`src/rtl/memory_stage.sv`:
```
// SRV1 pipeline memory stage: loads/stores over a single-outstanding req/ack bus,
// branch redirect, hazard/forwarding taps and the registered writeback result.
module memory_stage (
    input  logic        clk,
    input  logic        rst,
    input  logic [4:0]  ctr_in,
    input  logic [31:0] inst_in,
    input  logic [31:0] alu_in,
    input  logic [29:0] inc_pc_in,
    input  logic [31:0] rs2_data_in,
    input  logic        branch_result_in,
    output logic [29:0] bus_addr,
    output logic [31:0] bus_wdata,
    output logic [3:0]  bus_be,
    output logic        bus_we,
    output logic        bus_req,
    input  logic        bus_ack,
    input  logic [31:0] bus_rdata,
    output logic        stall,
    output logic        redirect_valid,
    output logic [29:0] redirect_pc,
    output logic [4:0]  mem_rd,
    output logic        mem_writes_rd,
    output logic        mem_load_pending,
    output logic [31:0] mem_fwd_data,
    output logic        wb_valid,
    output logic [4:0]  wb_rd,
    output logic [31:0] wb_data,
    output logic        misalign_err
);
    localparam int unsigned XLEN = 32;
    localparam int unsigned PCW  = 30;

    typedef enum logic {IDLE, BUSY} state_t;
    state_t state;

    logic [2:0]      fn3;
    logic [1:0]      off;
    logic            mem_op;
    logic            is_store;
    logic            aligned;
    logic [XLEN-1:0] st_wdata;
    logic [3:0]      st_be;
    logic [7:0]      ld_byte;
    logic [15:0]     ld_half;
    logic [XLEN-1:0] ld_data;
    logic            unused_ok;

    assign fn3      = inst_in[14:12];
    assign off      = alu_in[1:0];
    assign mem_op   = ctr_in[0] | ctr_in[1];
    assign is_store = ctr_in[1];

    assign redirect_valid   = branch_result_in;
    assign redirect_pc      = alu_in[XLEN-1:2];
    assign mem_rd           = inst_in[11:7];
    assign mem_writes_rd    = ctr_in[2] && (mem_rd != 5'd0);
    assign mem_load_pending = ctr_in[0];
    assign mem_fwd_data     = (ctr_in[4:3] == 2'b10) ? {inc_pc_in, 2'b00} : alu_in;

    // Instruction fields this stage never looks at
    assign unused_ok = ^{inst_in[31:15], inst_in[6:0]};

    // Access-size alignment; load fn3 110/111 has no meaning
    always_comb begin
        aligned = 1'b0;
        case (fn3[1:0])
            2'b00:   aligned = 1'b1;
            2'b01:   aligned = ~off[0];
            2'b10:   aligned = (off == 2'b00);
            default: aligned = 1'b0;
        endcase
        if (!is_store && fn3[2] && fn3[1])
            aligned = 1'b0;
    end

    // Lane-replicated store data and byte enables
    always_comb begin
        st_wdata = rs2_data_in;
        st_be    = 4'hF;
        case (fn3[1:0])
            2'b00: begin
                st_wdata = {4{rs2_data_in[7:0]}};
                st_be    = 4'b0001 << off;
            end
            2'b01: begin
                st_wdata = {2{rs2_data_in[15:0]}};
                st_be    = 4'b0011 << off;
            end
            default: ;
        endcase
    end

    // Lane select and extension of returned load data
    always_comb begin
        ld_byte = 8'(bus_rdata >> {off, 3'b000});
        ld_half = 16'(bus_rdata >> {off[1], 4'b0000});
        case (fn3)
            3'b000:  ld_data = {{24{ld_byte[7]}}, ld_byte};
            3'b001:  ld_data = {{16{ld_half[15]}}, ld_half};
            3'b100:  ld_data = {24'd0, ld_byte};
            3'b101:  ld_data = {16'd0, ld_half};
            default: ld_data = bus_rdata;
        endcase
    end

    // Gated by reset so an abandoned access releases the pipeline immediately
    assign stall = !rst && (((state == IDLE) && mem_op && aligned) ||
                            ((state == BUSY) && !bus_ack));

    always_ff @(posedge clk or posedge rst) begin
        if (rst) begin
            state        <= IDLE;
            bus_addr     <= '0;
            bus_wdata    <= '0;
            bus_be       <= '0;
            bus_we       <= 1'b0;
            bus_req      <= 1'b0;
            wb_valid     <= 1'b0;
            wb_rd        <= '0;
            wb_data      <= '0;
            misalign_err <= 1'b0;
        end else begin
            misalign_err <= 1'b0;
            case (state)
                IDLE: begin
                    if (mem_op) begin
                        wb_valid <= 1'b0;
                        if (aligned) begin
                            bus_addr  <= PCW'(alu_in[XLEN-1:2]);
                            bus_wdata <= st_wdata;
                            bus_be    <= is_store ? st_be : 4'hF;
                            bus_we    <= is_store;
                            bus_req   <= 1'b1;
                            state     <= BUSY;
                        end else begin
                            misalign_err <= 1'b1;
                        end
                    end else begin
                        wb_valid <= mem_writes_rd;
                        wb_rd    <= mem_rd;
                        wb_data  <= mem_fwd_data;
                    end
                end
                BUSY: begin
                    if (bus_ack) begin
                        bus_req <= 1'b0;
                        state   <= IDLE;
                        if (is_store) begin
                            wb_valid <= 1'b0;
                        end else begin
                            wb_valid <= mem_writes_rd;
                            wb_rd    <= mem_rd;
                            wb_data  <= ld_data;
                        end
                    end else begin
                        wb_valid <= 1'b0;
                    end
                end
                default: state <= IDLE;
            endcase
        end
    end
endmodule
```
`config.mk`:
```
export PLATFORM = sky130hd
export DESIGN_NAME = memory_stage
export DESIGN_NICKNAME = d
export VERILOG_FILES = /design/src/rtl/memory_stage.sv
export SDC_FILE = /design/constraint.sdc
export NUM_CORES = 1
export LEC_CHECK = 0
export CAP_MARGIN = 20
export CORE_AREA = 2 2 134 136
export DETAILED_ROUTE_END_ITERATION = 8
export DIE_AREA = 0 0 136 138
export GPL_ROUTABILITY_DRIVEN = 1
export HOLD_SLACK_MARGIN = 0.02
export PLACE_DENSITY = 0.76
export SLEW_MARGIN = 20
export SYNTH_ARGS = -nofsm -noshare
export SYNTH_HDL_FRONTEND = slang
export SYNTH_SLANG_ARGS = --single-unit
```
`constraint.sdc`:
```
create_clock -name clk -period 4.6 [get_ports clk]
set_input_delay 0.92 -clock clk [delete_from_list [all_inputs] [get_ports clk]]
set_output_delay 0.92 -clock clk [all_outputs]
set_load 0.02 [all_outputs]
```
== After elaboration in Yosys (flattened, before gate mapping) ==
Index checks and enable logic that the tools add are counted.

* Add/sub/neg operators: 0
* Multipliers: 0
* Divide/modulo/power cells: 0
* $lt $le $gt $ge: 0
* Equality and inequality tests: 11
* Shift-type cells: 4
* Multiplexer cells: 30
* Bitwise operators: 3
* Reduce and logical (&&, ||, !) cells: 18

{| class="wikitable"
|+ Operators by type and width
! kind !! count
|-
| $mux W32 || 4
|-
| $pmux W32 S2 || 2
|-
| $pmux W32 S4 || 1
|-
| $shr A32 B5 Y16 || 1
|-
| $shr A32 B5 Y8 || 1
|-
| $mux W5 || 3
|-
| $mux W1 || 13
|-
| $ne A2 B2 Y1 const B || 5
|-
| $pmux W5 S2 || 1
|-
| $reduce_and A3 Y1 || 3
|-
| $pmux W4 S2 || 1
|-
| $logic_and A1 B1 Y1 || 7
|-
| $eq A3 B3 Y1 const B || 2
|-
| $pmux W1 S2 || 3
|-
| $reduce_bool A5 Y1 || 1
|-
| $eq A2 B2 Y1 const B || 2
|-
| $logic_not A2 Y1 || 2
|-
| $mux W4 || 1
|-
| $shl A1 B2 Y4 const A || 1
|-
| $shl A2 B2 Y4 const A || 1
|-
| $eq A3 B1 Y1 const B || 1
|-
| $logic_not A1 Y1 || 3
|-
| $logic_not A3 Y1 || 1
|-
| $pmux W1 S3 || 1
|-
| other kinds (4) || 5
|}

* Flip-flop bits (word level): 108
* Latch bits: 0
* Bits in writable memories: 0
* ROM bits: 0
* Input port bits: 167
* Output and inout bits: 178
* Memories kept: 0

== Logic depth before layout (Yosys ltp) ==
Gate-level depths: netlist of the first run.

* Depth in word-level cells: 7
* Gate-level depth with buffers: 7
* Depth with buffers taken out: 4

== Worst setup path before layout of the first run ==
Ideal clock, no wire load.

* Path kind: input-to-output
* Start: input alu_in[1]
* End: output stall
* Arrival time: 2.306 ns
* Setup slack: 1.374 ns
* Cell stages on the path: 7
* Cells stage by stage: buf_6 -> or2_4 -> o32ai_2 -> nand2b_1 -> buf_2 -> buf_6 -> a21oi_1

* Cells in the longest elaborated chain, start to end: 6

{| class="wikitable"
|+ Ends and longest elaborated chain
! what !! line !! source
|-
| from (decl) || 8 || <nowiki>input logic [31:0] alu_in,</nowiki>
|-
| $logic_not A2 Y1 || 70 || <nowiki>2'b10: aligned = (off == 2'b00);</nowiki>
|-
| $pmux W1 S3 || 67 || <nowiki>case (fn3[1:0])</nowiki>
|-
| $mux W1 || 73 || <nowiki>if (!is_store && fn3[2] && fn3[1])</nowiki>
|-
| $logic_and A1 B1 Y1 || 108 || <nowiki>assign stall = !rst && (((state == IDLE) && mem_op && aligned) ||</nowiki>
|-
| $logic_or A1 B1 Y1 || 108 ||
|-
| $logic_and A1 B1 Y1 || 108 ||
|-
| to (decl) || 19 || <nowiki>output logic stall,</nowiki>
|}

Every way passes these cells.

== Worst setup path after layout of the first run ==
* Start: input ctr_in[1]
* End: output stall

* Cells in the longest elaborated chain, start to end: 7
* Elaborated cells between the ends (all ways): 9
* Classes of those cells: mux: 1; bitwise: 1; reduce/logical: 7

{| class="wikitable"
|+ Ends and longest elaborated chain
! what !! line !! source
|-
| from (decl) || 6 || <nowiki>input logic [4:0] ctr_in,</nowiki>
|-
| $logic_not A1 Y1 || 73 ||
|-
| $logic_and A1 B1 Y1 (2 in series) || 73 ||
|-
| $mux W1 || 73 ||
|-
| $logic_and A1 B1 Y1 * || 108 ||
|-
| $logic_or A1 B1 Y1 * || 108 ||
|-
| $logic_and A1 B1 Y1 * || 108 ||
|}

Every way passes the cells marked *; elsewhere a longest branch is shown, timed or not.

==> key figures, run 1 <==
Worst setup path
  • Crit path max-delay cell type: clkdlybuf4s50_1
  • CP bufs+invs: 2
  • Worst setup EP type: output port
  • Crit path max-delay family: buffers and inverters
  • Most used cell, CP: clkdlybuf4s50_1
  • CP Launch Type: primary input
  • Worst-path cell chain: clkdlybuf4s50_1 > nor2b_1 > o32ai_2 > nand2b_2 > a21oi_1 > clkdlybuf4s50_1
  • Worst path required time: 3.68 ns
  • Max stage delay on crit path: 0.65 ns
  • Critical Path AT: 3.01 ns
  • Maximum fanout along the worst path: 7
  • Crit path kind: in -> out

Power and ir drop
  • Maximum vdd drop: 226 uV
  • Pleak: 0.00398 uW
  • PD cells: 429 mW/mm^2

Run status
  • Status: finished, final reports clean

Timing
  • Clk_skew: 0.00832 ns
  • Final setup fails: 0
  • Fin. Hold Viols: 0
  • Fin. max-slew vios: 0
  • Unrepaired setup endpoints after global routing: false
  • Slew @ Worst Pin: 1.10 ns
  • Final worst slack: 0.672 ns
  • F_max: 255 MHz
  • Final worst path period need: 3.93 ns
  • Final worst-path cycle share: 0.854
  • Worst hold slack: 0.479 ns
  • TNS Setup: 0 ns
  • Rel. slew slack: 0.267

Synth
  • Cell count after synthesis: 555
  • Top-count cell post-synth: dfrtp_1
  • #FFs+latches synth: 108
  • Average cell area after synthesis: 11.2 sq um
  • Warnings from Yosys: 0
  • Synth top area cells: dfrtp_1 (43%), mux2_4 (13%), mux2_2 (10%)
  • Synth cell types: 45
  • Commonest cells in the netlist: dfrtp_1 (108), mux2_2 (56), mux2_4 (53)
  • Net count after synthesis: 722
  • Sequential cell area fraction in the yosys report: 0.433
  • Yosys top cell by area: dfrtp_1
  • Asr flop ratio synth: 1.00
  • Share of the synthesized area in the top cell type: 0.433
  • Synth Flop Type: dfrtp_1
  • Post-Syn Area: 0.00623 sq mm
  • Number of synthesized flops with an enable pin: 0

GRT
  • Total track usage: 0.228
  • Largest net degree at the start of global routing: 68
  • Global-route wire length before repair: 32600 um
  • Gr ovfl total: 0
  • Initial antenna violation count: 0
  • Vias in the first global route: 5545

CTS
  • CTS H-tree depth: 3
  • Postcts setup bufs: 0
  • CTS sink cnt: 108
  • Hold_buf cts: 0
  • CTS Buffer Depth: 2
  • Post_cts resized: 0
  • Root Buffer: clkbuf_16
  • Clock-pin slew on the worst setup and hold paths: 0.07 ns
  • CTS buffer count: 9
  • CTS tree: built
  • Clock latency on the worst-skew pair: 0.36 ns

Routing
  • DR iter-0 viols: 261
  • Post-route ant nets: 0
  • Wire per inst: 20.7 um
  • DRC: 0
  • DR vias: 5492
  • Post-Route WL: 21800 um
  • DR vias/cell: 5.20
  • DR pass1 iterations: 5

Final layout
  • Proportion of layout cells with a drive suffix above 1: 0.180
  • Fin nets: 989
  • Area grow syn2layout: 54.3%
  • Diode count: 0

Die
  • Die height: 138 um
  • Die outline width: 136 um
  • Die area: 0.0188 sq mm
  • # rows: 49
  • I/O pins: 345
  • Starting density of the core: 0.356
  • Core ar.: 0.0175 sq mm

Placement
  • Port Buffers: 318
  • DP Worst Slack: 0.684 ns
  • Gpl congestion: 0.817
  • Post-detail-place hpwl: 16100 um

Flow run
  • Max-capacitance violation count: 0

Worst hold path
  • Hold crit path type: reg -> reg
[layout make-up]
type                            instances  area [sq um]
Fill cell                            1563          7920
Timing Repair Buffer                  333          3320
Multi-Input combinational cell        361          2970
Sequential cell                       108          2700
Tap cell                              229           287
Clock buffer                            9           225
Clock inverter                          7          80.1
Inverter                                9          36.3
[stage by stage]
step	util	std cells	instance area (sq um)	power (uW)
2_1_floorplan	-	555	6230	2390
3_3_place_gp	0.531	1040	9310	3300
3_5_place_dp	0.531	1040	9310	3320
4_1_cts	0.548	1056	9620	4170
5_1_grt	0.549	1056	9620	4330
6_report	0.549	1056	9620	4130
[logic make-up (layout without fill, tap and decap cells)]
group / count (synthesis) / after routing / synth area share
buffers and inverters: 86 / 358 / 0.0931
AOI/OAI and AO/OA: 109 / 109 / 0.122
muxes: 125 / 125 / 0.257
DFF: 108 / 108 / 0.433
and+or+nand+nor: 127 / 127 / 0.0939
[state kept, by name, indices dropped and copies added, names as in the netlist]
register	count
bus_wdata	32
misalign_err	1
bus_req	1
wb_data	32
bus_be	4
state	1
bus_we	1
wb_rd	5
wb_valid	1
bus_addr	30
[worst paths after layout]
path	start	endpoint	slack (ns)	depth (start not counted)
min	wb_rd[2]	wb_rd[2]	0.48	2
min reg2reg	wb_rd[2]	wb_rd[2]	0.48	2
min in group asynchronous	rst	bus_wdata[15]	0.99	2
max reg2reg	state	bus_wdata[26]	2.06	6
max	ctr_in[1]	stall	0.67	6
max in group asynchronous	rst	wb_data[19]	2.82	3
[worst min-delay path, cell delays in order (launching register included)]
cell,delay [ns]
dfrtp_1,0.35
nand2_1,0.05
nand2_1,0.05
[cells in the final DEF (no fill, tap or decap), types with 3 or more instances in the layout]
| master | synthesis | final |
|---|---|---|
| o2111ai_1 | 5 | 5 |
| buf_4 | 39 | 13 |
| o21ai_0 | 18 | 18 |
| clkbuf_16 | 0 | 9 |
| or3_1 | 5 | 5 |
| a221o_1 | 7 | 7 |
| nand2b_1 | 4 | 3 |
| and2_1 | 3 | 3 |
| a2bb2oi_1 | 10 | 10 |
| mux2i_1 | 15 | 15 |
| inv_6 | 0 | 3 |
| nor2b_1 | 7 | 6 |
| mux2_4 | 53 | 53 |
| a21oi_1 | 23 | 23 |
| a211oi_1 | 16 | 16 |
| inv_1 | 8 | 7 |
| nand3_1 | 4 | 4 |
| o22ai_1 | 12 | 12 |
| and3_1 | 7 | 7 |
| dfrtp_1 | 108 | 108 |
| mux2_2 | 56 | 56 |
| nand2_1 | 41 | 41 |
| nor2_1 | 35 | 35 |
| nor3_1 | 16 | 16 |
| clkdlybuf4s50_1 | 0 | 317 |
[routing by layer]
metal | vias to the layer above | share of wire | routed length [um] | GRT usage
li1 | 2516 | - | - | -
met1 | 2705 | 0.39 | 8470 | 0.271
met2 | 248 | 0.50 | 11000 | 0.393
met3 | 23 | 0.092 | 2010 | 0.0645
met4 | 0 | 0.018 | 397 | 0.0762
met5 | - | 0 | 0 | 0
[report_power, final]
group          switching (uW)  internal [uW]
Clock                     392            432
Combinational             903           1010
Sequential                161           1230
Total                    1460           2670
Power figures use the tool's default switching activity.
==> run 2: changes to the inputs <==
--- a/config.mk
+++ b/config.mk
@@ -6,12 +6,12 @@
 export NUM_CORES = 1
 export LEC_CHECK = 0
 export CAP_MARGIN = 20
-export CORE_AREA = 2 2 134 136
+export CORE_AREA = 2 2 135 137
 export DETAILED_ROUTE_END_ITERATION = 8
-export DIE_AREA = 0 0 136 138
+export DIE_AREA = 0 0 137 139
 export GPL_ROUTABILITY_DRIVEN = 1
 export HOLD_SLACK_MARGIN = 0.02
-export PLACE_DENSITY = 0.76
+export PLACE_DENSITY = 0.75
 export SLEW_MARGIN = 20
 export SYNTH_ARGS = -nofsm -noshare
 export SYNTH_HDL_FRONTEND = slang
==> constraint.sdc (replaced) <==
create_clock -name clk -period 4.9 [get_ports clk]
set_input_delay 0.98 -clock clk [delete_from_list [all_inputs] [get_ports clk]]
set_output_delay 0.98 -clock clk [all_outputs]
set_load 0.02 [all_outputs]
==> key figures, run 2 (same netlist as run 1, synthesis figures left out) <==
Run status
  • Status: finished, final reports clean

Worst hold path
  • Hold crit path type: reg -> reg
  • Worst Hold Path Cells: 2 (unchanged)
  • Hold_sp: wb_rd[3]

CTS
  • CTS tree: built
  • Root Buffer: clkbuf_16
  • Clock-pin slew on the worst setup and hold paths: 0.08 ns (about the same)
  • Post_cts resized: 0 (unchanged)
  • CTS sink cnt: 108 (unchanged)
  • Hold_buf cts: 0 (unchanged)
  • Postcts setup bufs: 0 (unchanged)
  • CTS H-tree depth: 3 (unchanged)
  • CTS buffer count: 9 (unchanged)
  • Clock latency on the worst-skew pair: 0.35 ns (about the same)
  • CTS Buffer Depth: 2 (unchanged)

Die
  • Die height: 139 um (+0.72%)
  • I/O pins: 345 (unchanged)
  • Core ar.: 0.0177 sq mm (+0.70%)
  • # rows: 49 (unchanged)
  • Die area: 0.0190 sq mm (+1.5%)
  • Die outline width: 137 um (+0.74%)
  • Starting density of the core: 0.353 (-0.00247)

Power and ir drop
  • PD cells: 395 mW/mm^2 (-7.9%)
  • Total power: 3780 uW (-8.4%)
  • Maximum vdd drop: 228 uV (+0.89%)
  • Pleak: 0.00395 uW (-0.73%)

Timing
  • Final worst-path cycle share: 0.813
  • Final setup fails: 0 (unchanged)
  • F_max: 251 MHz
  • Slew @ Worst Pin: 0.995 ns (-0.105 ns)
  • Fin. max-slew vios: 0 (unchanged)
  • Clk_skew: 0.0106 ns (+0.00229 ns)
  • Rel. slew slack: 0.320 (+0.0528)
  • TNS Setup: 0 ns (unchanged)
  • Final worst path period need: 3.98 ns
  • Final worst slack: 0.916 ns (+0.243 ns)
  • Unrepaired setup endpoints after global routing: false
  • Fin. Hold Viols: 0 (unchanged)
  • Worst hold slack: 0.479 ns (-0.00000700 ns)

Flow run
  • Max-capacitance violation count: 0 (unchanged)

GRT
  • Initial antenna violation count: 1 (+1)
  • Gr ovfl total: 0 (unchanged)
  • Vias in the first global route: 5551 (+0.11%)
  • Largest net degree at the start of global routing: 57 (-16%)
  • Global-route wire length before repair: 32500 um (-0.44%)
  • Total track usage: 0.225 (-0.00336)

Routing
  • DRC: 0 (unchanged)
  • Wire per inst: 20.6 um (-0.18%)
  • DR pass1 iterations: 4 (-1)
  • DR iter-0 viols: 169 (-35%)
  • Post-Route WL: 21800 um (-0.37%)
  • DR vias/cell: 5.12 (-1.5%)
  • DR vias: 5399 (-1.7%)
  • Post-route ant nets: 0 (unchanged)

Placement
  • Port Buffers: 318 (unchanged)
  • Placed Cells: 1038 (-0.19%)
  • DP Worst Slack: 0.915 ns (+0.232 ns)
  • Post-detail-place hpwl: 16300 um (+0.97%)
  • Gpl congestion: 0.768 (-5.9%)

Worst setup path
  • R2R setup slack: 2.21 ns (+0.15 ns)
  • CP Launch Type: primary input
  • Reg-to-Reg Start: state
  • Worst path required time: 3.92 ns (+0.24 ns)
  • R2R depth: 6 (unchanged)
  • Critical Path AT: 3.00 ns (about the same)
  • Setup crit start: alu_in[0]
  • Worst setup EP type: output port
  • Maximum fanout along the worst path: 12 (+5)
  • Crit path kind: in -> out

Final layout
  • Commonest non-fill, non-tap cells in the layout: clkdlybuf4s50_1 (317), dfrtp_1 (108), mux2_2 (56)
  • Area grow syn2layout: 53.5%
  • Commonest non-fill, non-tap cell in the layout: clkdlybuf4s50_1
  • Largest registers: bus_wdata (32), wb_data (32), bus_addr (30)
  • Fin nets: 987 (-0.20%)
  • Fill cell count: 1588 (+1.6%)
  • Fin cells: 1054 (-0.19%)
  • Proportion of layout cells with a drive suffix above 1: 0.177 (-0.00298)
[run 2: final cells by class]
class                   instances  area (sq um)  share of cell area
repair buffers                331          3300               0.345
inverters                       9          36.3             0.00379
multi-input cells             361          2970               0.310
diodes                          1          2.50            0.000261
clock buffers                   9           225              0.0235
flip-flops and latches        108          2700               0.282
well taps                     229           287              0.0299
clock inverters                 6          46.3             0.00484
[run 2: worst max-delay path: stages]
cell,delay [ns]
clkdlybuf4s50_1,0.40
buf_4,0.18
or2_4,0.24
o32ai_2,0.35
nand2b_2,0.11
a21oi_1,0.13
clkdlybuf4s50_1,0.62
[run 2: power breakdown]
group          leakage, uW  internal [uW]  switching [uW]  total (uW)
Sequential         0.00127           1160             148        1300
Combinational      0.00256            945             842        1790
Clock             0.000129            347             343         691
Total              0.00395           2450            1330        3780
[run 2: path summary, 6_finish.rpt]
| path | end |
|---|---|
| max reg2reg | bus_wdata[26] |
| max | stall |
| min reg2reg | wb_rd[3] |
| min | wb_rd[3] |
| min in group asynchronous | misalign_err |
| max in group asynchronous | bus_be[0] |
[run 2: stage by stage]
stage / utilization / area [sq um]
5_1_grt: 0.542 / 9570
3_5_place_dp: 0.527 / 9300
6_report: 0.542 / 9570
4_1_cts: 0.542 / 9570
3_3_place_gp: 0.527 / 9300
2_1_floorplan: - / 6230
[run 2: routing by layer]
layer  vias to the layer above  GRT usage  wire length [um]
li1                       2507          -                 -
met4                         0     0.0657               417
met3                        22     0.0698              1940
met1                      2640      0.259              8390
met5                         -          0                 0
met2                       230      0.396             11000
==> run 3: changes to the inputs <==
--- a/config.mk
+++ b/config.mk
@@ -6,12 +6,12 @@
 export NUM_CORES = 1
 export LEC_CHECK = 0
 export CAP_MARGIN = 20
-export CORE_AREA = 2 2 135 137
+export CORE_AREA = 2 2 134 136
 export DETAILED_ROUTE_END_ITERATION = 8
-export DIE_AREA = 0 0 137 139
+export DIE_AREA = 0 0 136 138
 export GPL_ROUTABILITY_DRIVEN = 1
 export HOLD_SLACK_MARGIN = 0.02
-export PLACE_DENSITY = 0.75
+export PLACE_DENSITY = 0.76
 export SLEW_MARGIN = 20
 export SYNTH_ARGS = -nofsm -noshare
 export SYNTH_HDL_FRONTEND = slang
==> constraint.sdc (replaced) <==
create_clock -name clk -period 3.85 [get_ports clk]
set_input_delay 0.77 -clock clk [delete_from_list [all_inputs] [get_ports clk]]
set_output_delay 0.77 -clock clk [all_outputs]
set_load 0.02 [all_outputs]
==> key figures, run 3 (same netlist as run 1, synthesis figures left out) <==
Final layout
  • Diode count: 0 (-1)
  • Reg area: 0.00270 sq mm (unchanged)
  • Commonest non-fill, non-tap cells in the layout: clkdlybuf4s50_1 (317), dfrtp_1 (108), mux2_2 (56)
  • Fin nets: 993 (+0.61%)
  • Fill cell count: 1583 (-0.31%)
  • Final Util: 0.550 (+0.00757)
  • Commonest non-fill, non-tap cell in the layout: clkdlybuf4s50_1
  • Multi-input gate area: 0.00297 sq mm (unchanged)
  • Largest registers: bus_wdata (32), wb_data (32), bus_addr (30)
  • Area grow syn2layout: 54.6%
  • Proportion of layout cells with a drive suffix above 1: 0.184 (+0.00693)

Routing
  • DR pass1 iterations: 4 (unchanged)
  • DR vias/cell: 5.21 (+1.7%)
  • DR iter-0 viols: 286 (+69%)
  • Post-route ant nets: 0 (unchanged)
  • Post-Route WL: 21600 um (-0.73%)
  • Wire per inst: 20.4 um (-1.3%)
  • DRC: 0 (unchanged)
  • DR vias: 5522 (+2.3%)

Worst setup path
  • Crit path kind: in -> out
  • Worst setup EP type: output port
  • Maximum fanout along the worst path: 5 (-7)
  • Critical Path AT: 2.73 ns (-0.27 ns)
  • Worst path required time: 3.08 ns (-0.84 ns)
  • CP Launch Type: primary input

Power and ir drop
  • PD cells: 508 mW/mm^2 (+28%)
  • Sw Ratio: 0.353 (+0.000457)
  • Maximum vdd drop: 283 uV (+24%)
  • Total power: 4890 uW (+29%)
  • Switching Power: 1730 uW (+30%)
  • Comb pwr share: 0.466 (-0.007)
  • Clock power share: 0.194 (+0.011)
  • Internal power: 3160 uW (+29%)
  • Pleak: 0.00400 uW (+1.2%)
  • Sequential fraction of design power: 0.340 (-0.005)

CTS
  • CTS sink cnt: 108 (unchanged)
  • CTS tree: built
  • Root Buffer: clkbuf_16
  • Post_cts resized: 0 (unchanged)
  • Postcts setup bufs: 0 (unchanged)
  • Clock latency on the worst-skew pair: 0.36 ns (about the same)
  • Hold_buf cts: 0 (unchanged)
  • CTS buffer count: 9 (unchanged)
  • Clock-pin slew on the worst setup and hold paths: 0.08 ns (about the same)
  • CTS H-tree depth: 3 (unchanged)
  • CTS Buffer Depth: 2 (unchanged)

Timing
  • Final worst-path cycle share: 0.910
  • Final setup fails: 0 (unchanged)
  • Final worst path period need: 3.50 ns
  • Slew @ Worst Pin: 0.874 ns (-0.121 ns)
  • Unrepaired setup endpoints after global routing: false
  • Fin. Hold Viols: 0 (unchanged)
  • TNS Setup: 0 ns (unchanged)
  • Rel. slew slack: 0.402 (+0.0826)
  • F_max: 286 MHz
  • Clk_skew: 0.00427 ns (-0.00634 ns)
  • Fin. max-slew vios: 0 (unchanged)

Placement
  • Gpl congestion: 0.774 (+0.68%)
  • Post-detail-place hpwl: 16100 um (-1.1%)
  • Port Buffers: 318 (unchanged)

GRT
  • Total track usage: 0.231 (+0.00640)
  • Global-route wire length before repair: 33000 um (+1.7%)
  • Gr ovfl total: 0 (unchanged)
  • Initial antenna violation count: 1 (unchanged)
  • Largest net degree at the start of global routing: 55 (-3.5%)
  • Vias in the first global route: 5589 (+0.68%)

Die
  • Starting density of the core: 0.356 (+0.00247)
  • # rows: 49 (unchanged)
  • Die area: 0.0188 sq mm (-1.4%)
  • Core ar.: 0.0175 sq mm (-0.69%)
  • I/O pins: 345 (unchanged)
  • Die height: 138 um (-0.72%)
  • Die outline width: 136 um (-0.73%)

Worst hold path
  • Hold crit path type: reg -> reg

Run status
  • Status: finished, final reports clean

Flow run
  • Max-capacitance violation count: 0 (unchanged)
run 3: cell types whose count changed in the layout (fill, tap and decap cells not counted), sizes merged:
cell | before | now
clkbuf | 9 | 11
diode | 1 | 0
clkinv | 2 | 3
buf | 14 | 20
clkinvlp | 2 | 0
run 3: path summary, 6_finish.rpt:
check                              end  slack (ns)        start  cells after the start
setup / recovery                 stall        0.35  inst_in[14]                      6
hold reg to reg               wb_rd[3]        0.48     wb_rd[3]                      2
max in group asynchronous  wb_data[19]        2.09          rst                      3
hold / removal                wb_rd[3]        0.48     wb_rd[3]                      2
setup reg to reg           wb_data[24]        1.58        state                      6
min in group asynchronous        state        0.91          rst                      2
run 3: cell type report:
| class | instances | share of cell area |
|---|---|---|
| Clock buffer | 11 | 0.0262 |
| Clock inverter | 5 | 0.00441 |
| Inverter | 9 | 0.00377 |
| Multi-Input combinational cell | 361 | 0.308 |
| Sequential cell | 108 | 0.280 |
| Tap cell | 229 | 0.0297 |
| Timing Repair Buffer | 337 | 0.347 |
run 3: power groups by stage:
stage | registers (uW) | clock network (uW) | logic (uW)
finish | 1660 | 948 | 2280
global route | 1710 | 1020 | 2410
CTS | 1660 | 972 | 2300
detailed placement | 1680 | 0 | 2300
global placement | 1670 | 0 | 2270
floorplan | 2080 | 0 | 779
run 3: worst max-delay path, cell delays in order:
cell	delay, ns
clkdlybuf4s50_1	0.48
nor2b_1	0.17
o32ai_2	0.39
nand2b_2	0.12
a21oi_1	0.14
clkdlybuf4s50_1	0.65
run 3: per-layer routing:
| layer | vias to the layer above | part of all wire | GRT usage |
|---|---|---|---|
| li1 | 2519 | - | - |
| met3 | 27 | 0.091 | 0.0737 |
| met2 | 247 | 0.49 | 0.391 |
| met4 | 2 | 0.021 | 0.0674 |
| met1 | 2727 | 0.39 | 0.281 |
| met5 | - | 0.00060 | 0 |
run 3: per-stage QoR:
step	hold slack (ns)	setup slack, ns	cells	instance area, sq um
CTS	0.482	0.331	1060	9640
floorplan	0.581	0.234	555	6230
global placement	0.462	0.337	1044	9340
finish	0.477	0.348	1060	9640
detailed placement	0.463	0.347	1044	9340
global route	0.507	0.225	1060	9640
==> RTL change: new RTL, config.mk and constraints of run 1 <==
Register the output `redirect_pc`, without a reset; this adds one clock of latency there. The other outputs are not delayed to match.
--- a/src/rtl/memory_stage.sv
+++ b/src/rtl/memory_stage.sv
@@ -53,5 +53,7 @@
 
     assign redirect_valid   = branch_result_in;
-    assign redirect_pc      = alu_in[XLEN-1:2];
+    always_ff @(posedge clk) begin
+        redirect_pc <= alu_in[XLEN-1:2];
+    end
     assign mem_rd           = inst_in[11:7];
     assign mem_writes_rd    = ctr_in[2] && (mem_rd != 5'd0);
Check against the original RTL: not equivalent (a bounded check fails within 4 cycles, from zero or initial values and one cycle with rst high).
==> RTL change against run 1 <==
  * Via count increased by 3.1%
  * Final area increased by 8.3%
  * Utilization increased by 4.6 points
  * Clock skew decreased by 1.4 ps
  * Setup slack improved by 88 ps
  * Power increased by 22%
  * Area after synthesis increased by 4.8%
  * First-iteration DRC count increased by 3.8%
  * Synthesized cell count increased by 0.90%
  * Routed wire length increased by 2.8%
  * Sequential cell count increased by 30
  * Sequential power increased by 19%
  * Global-route usage increased by 0.94 points
  * Largest cell class is now flip-flops and latches
  * Highest routed layer unchanged
==> RTL change: results (changes against run 1) <==
GRT
The number of global-route vias before repair was 5858 (was 5545). The met2 global-route usage came to 40.8% (was 39.3%). The met1 track demand over resource in global routing is 27.0% (was 27.1%). The global-route wire length before repair is 34100 um (was 32600 um). The met3 global-route usage was 9.13% (was 6.45%).

Cells and area
The fraction of layout cells with a size suffix above 1 is 19.7% (was 18.0%). The relative area of clock buffers and inverters in the final design was 6.22% (was 3.17%). The number of combinational gates with multiple inputs came to 367 (was 361).

The count of filler cells inserted in the layout was 1482 (was 1563). The sequential cell area in the final layout is 3300 um2 (was 2700 um2). Top flop regs: bus_wdata (32), wb_data (32) (was bus_wdata (32), wb_data (32), bus_addr (30)).

The area growth from synthesis to layout is 59.5% (was 54.3%). The multi-input gate area in the final layout is 2910 um2 (was 2970 um2). The final-layout non-clock buffer area share came to 31.3% (was 34.5%).

The total of plain and repair buffers excluding clock buffers is 330 (was 333).

Detailed routing
The number of vias after detailed routing is 5661 (was 5492). The routed via count divided by cell count was 5.15 (was 5.20). The routed length on met1 was 8450 um (was 8470 um). The number of design-rule violations left by the first detailed-router iteration is 271 (was 261). The routed wire length came to 22400 um (was 21800 um).

Worst setup path
The setup slack on the worst flop-to-flop path is 2210 ps (was 2060 ps). The data arrival time of the worst path is 2920 ps (was 3010 ps). The largest fanout on the critical path is 6 (was 7).

Logic synthesis
Top cells by instance count after synthesis: 110 x mux2_2, 108 x dfrtp_1, 45 x o21ai_0 (was 108 x dfrtp_1, 56 x mux2_2, 53 x mux2_4). The net count after synthesis is 727 (was 722). Synth top area cells: dfrtp_1 41%, mux2_2 19%, dfxtp_1 9.2%, o21ai_0 3.4%, a211oi_1 2.6% (was dfrtp_1 43%, mux2_4 13%, mux2_2 10%, buf_4 4.7%, nand2_1 2.5%). The synthesis-stage register bit count is 138 (was 108). The async set-or-reset flop fraction in the synthesized netlist was 78.3% (was 100%).

The synthesized-area fraction occupied by ao, oa, aoi and oai cells was 12.4% (was 12.2%). The gate count of the mapped netlist came to 560 (was 555). The unique cell type count in the Yosys netlist was 44 (was 45).

Timing
The largest clock skew in the final design is 6.89 ps (was 8.32 ps). The worst hold-check slack was 480 ps (was 479 ps). The worst-case headroom to the max-slew limit came to 32.9% (was 26.7%).

Clocking
The number of CTS-inserted buffers is 17 (was 9). The later-pin clock latency in the skew report was 420 ps (was 360 ps).

Outcome
Status: completed (unchanged).

Place
The cell area reported after detailed placement was 9770 um2 (was 9310 um2). The HPWL after detailed placement is 16200 um (was 16100 um). The worst setup slack after placement came to 735 ps (was 684 ps).

Power and ir drop
The static leakage power is 4.13 nW (was 3.98 nW).

Min path
The worst min-delay path startpoint is wb_data[12] (was wb_rd[2]).
==> RTL change: path summary, 6_finish.rpt <==
| kind | endpoint | cells past startpoint |
|---|---|---|
| setup reg to reg | wb_data[19] | 6 |
| hold / removal | wb_data[12] | 2 |
| setup / recovery | stall | 6 |
| hold reg to reg | wb_data[12] | 2 |
| min in group asynchronous | wb_data[1] | 3 |
| max in group asynchronous | wb_data[14] | 4 |
==> RTL change: logic make-up after synthesis <==
family          after synthesis
flops                       138
mux                         130
compound gates              124
simple gates                113
buf+inv                      55
==> RTL change: critical path, cell delays in order <==
cell and delay [ps]:
clkdlybuf4s50_1 610, nor2b_1 130, o41ai_4 300, and2b_4 210, o21a_1 110, clkdlybuf4s50_1 630
==> RTL change: power by group <==
part	leakage, nW	total [mW]	internal, mW	switching [mW]
sequential	1.52	1.66	1.51	0.151
clock	0.301	1.53	0.969	0.563
combinational	2.31	1.84	0.931	0.912
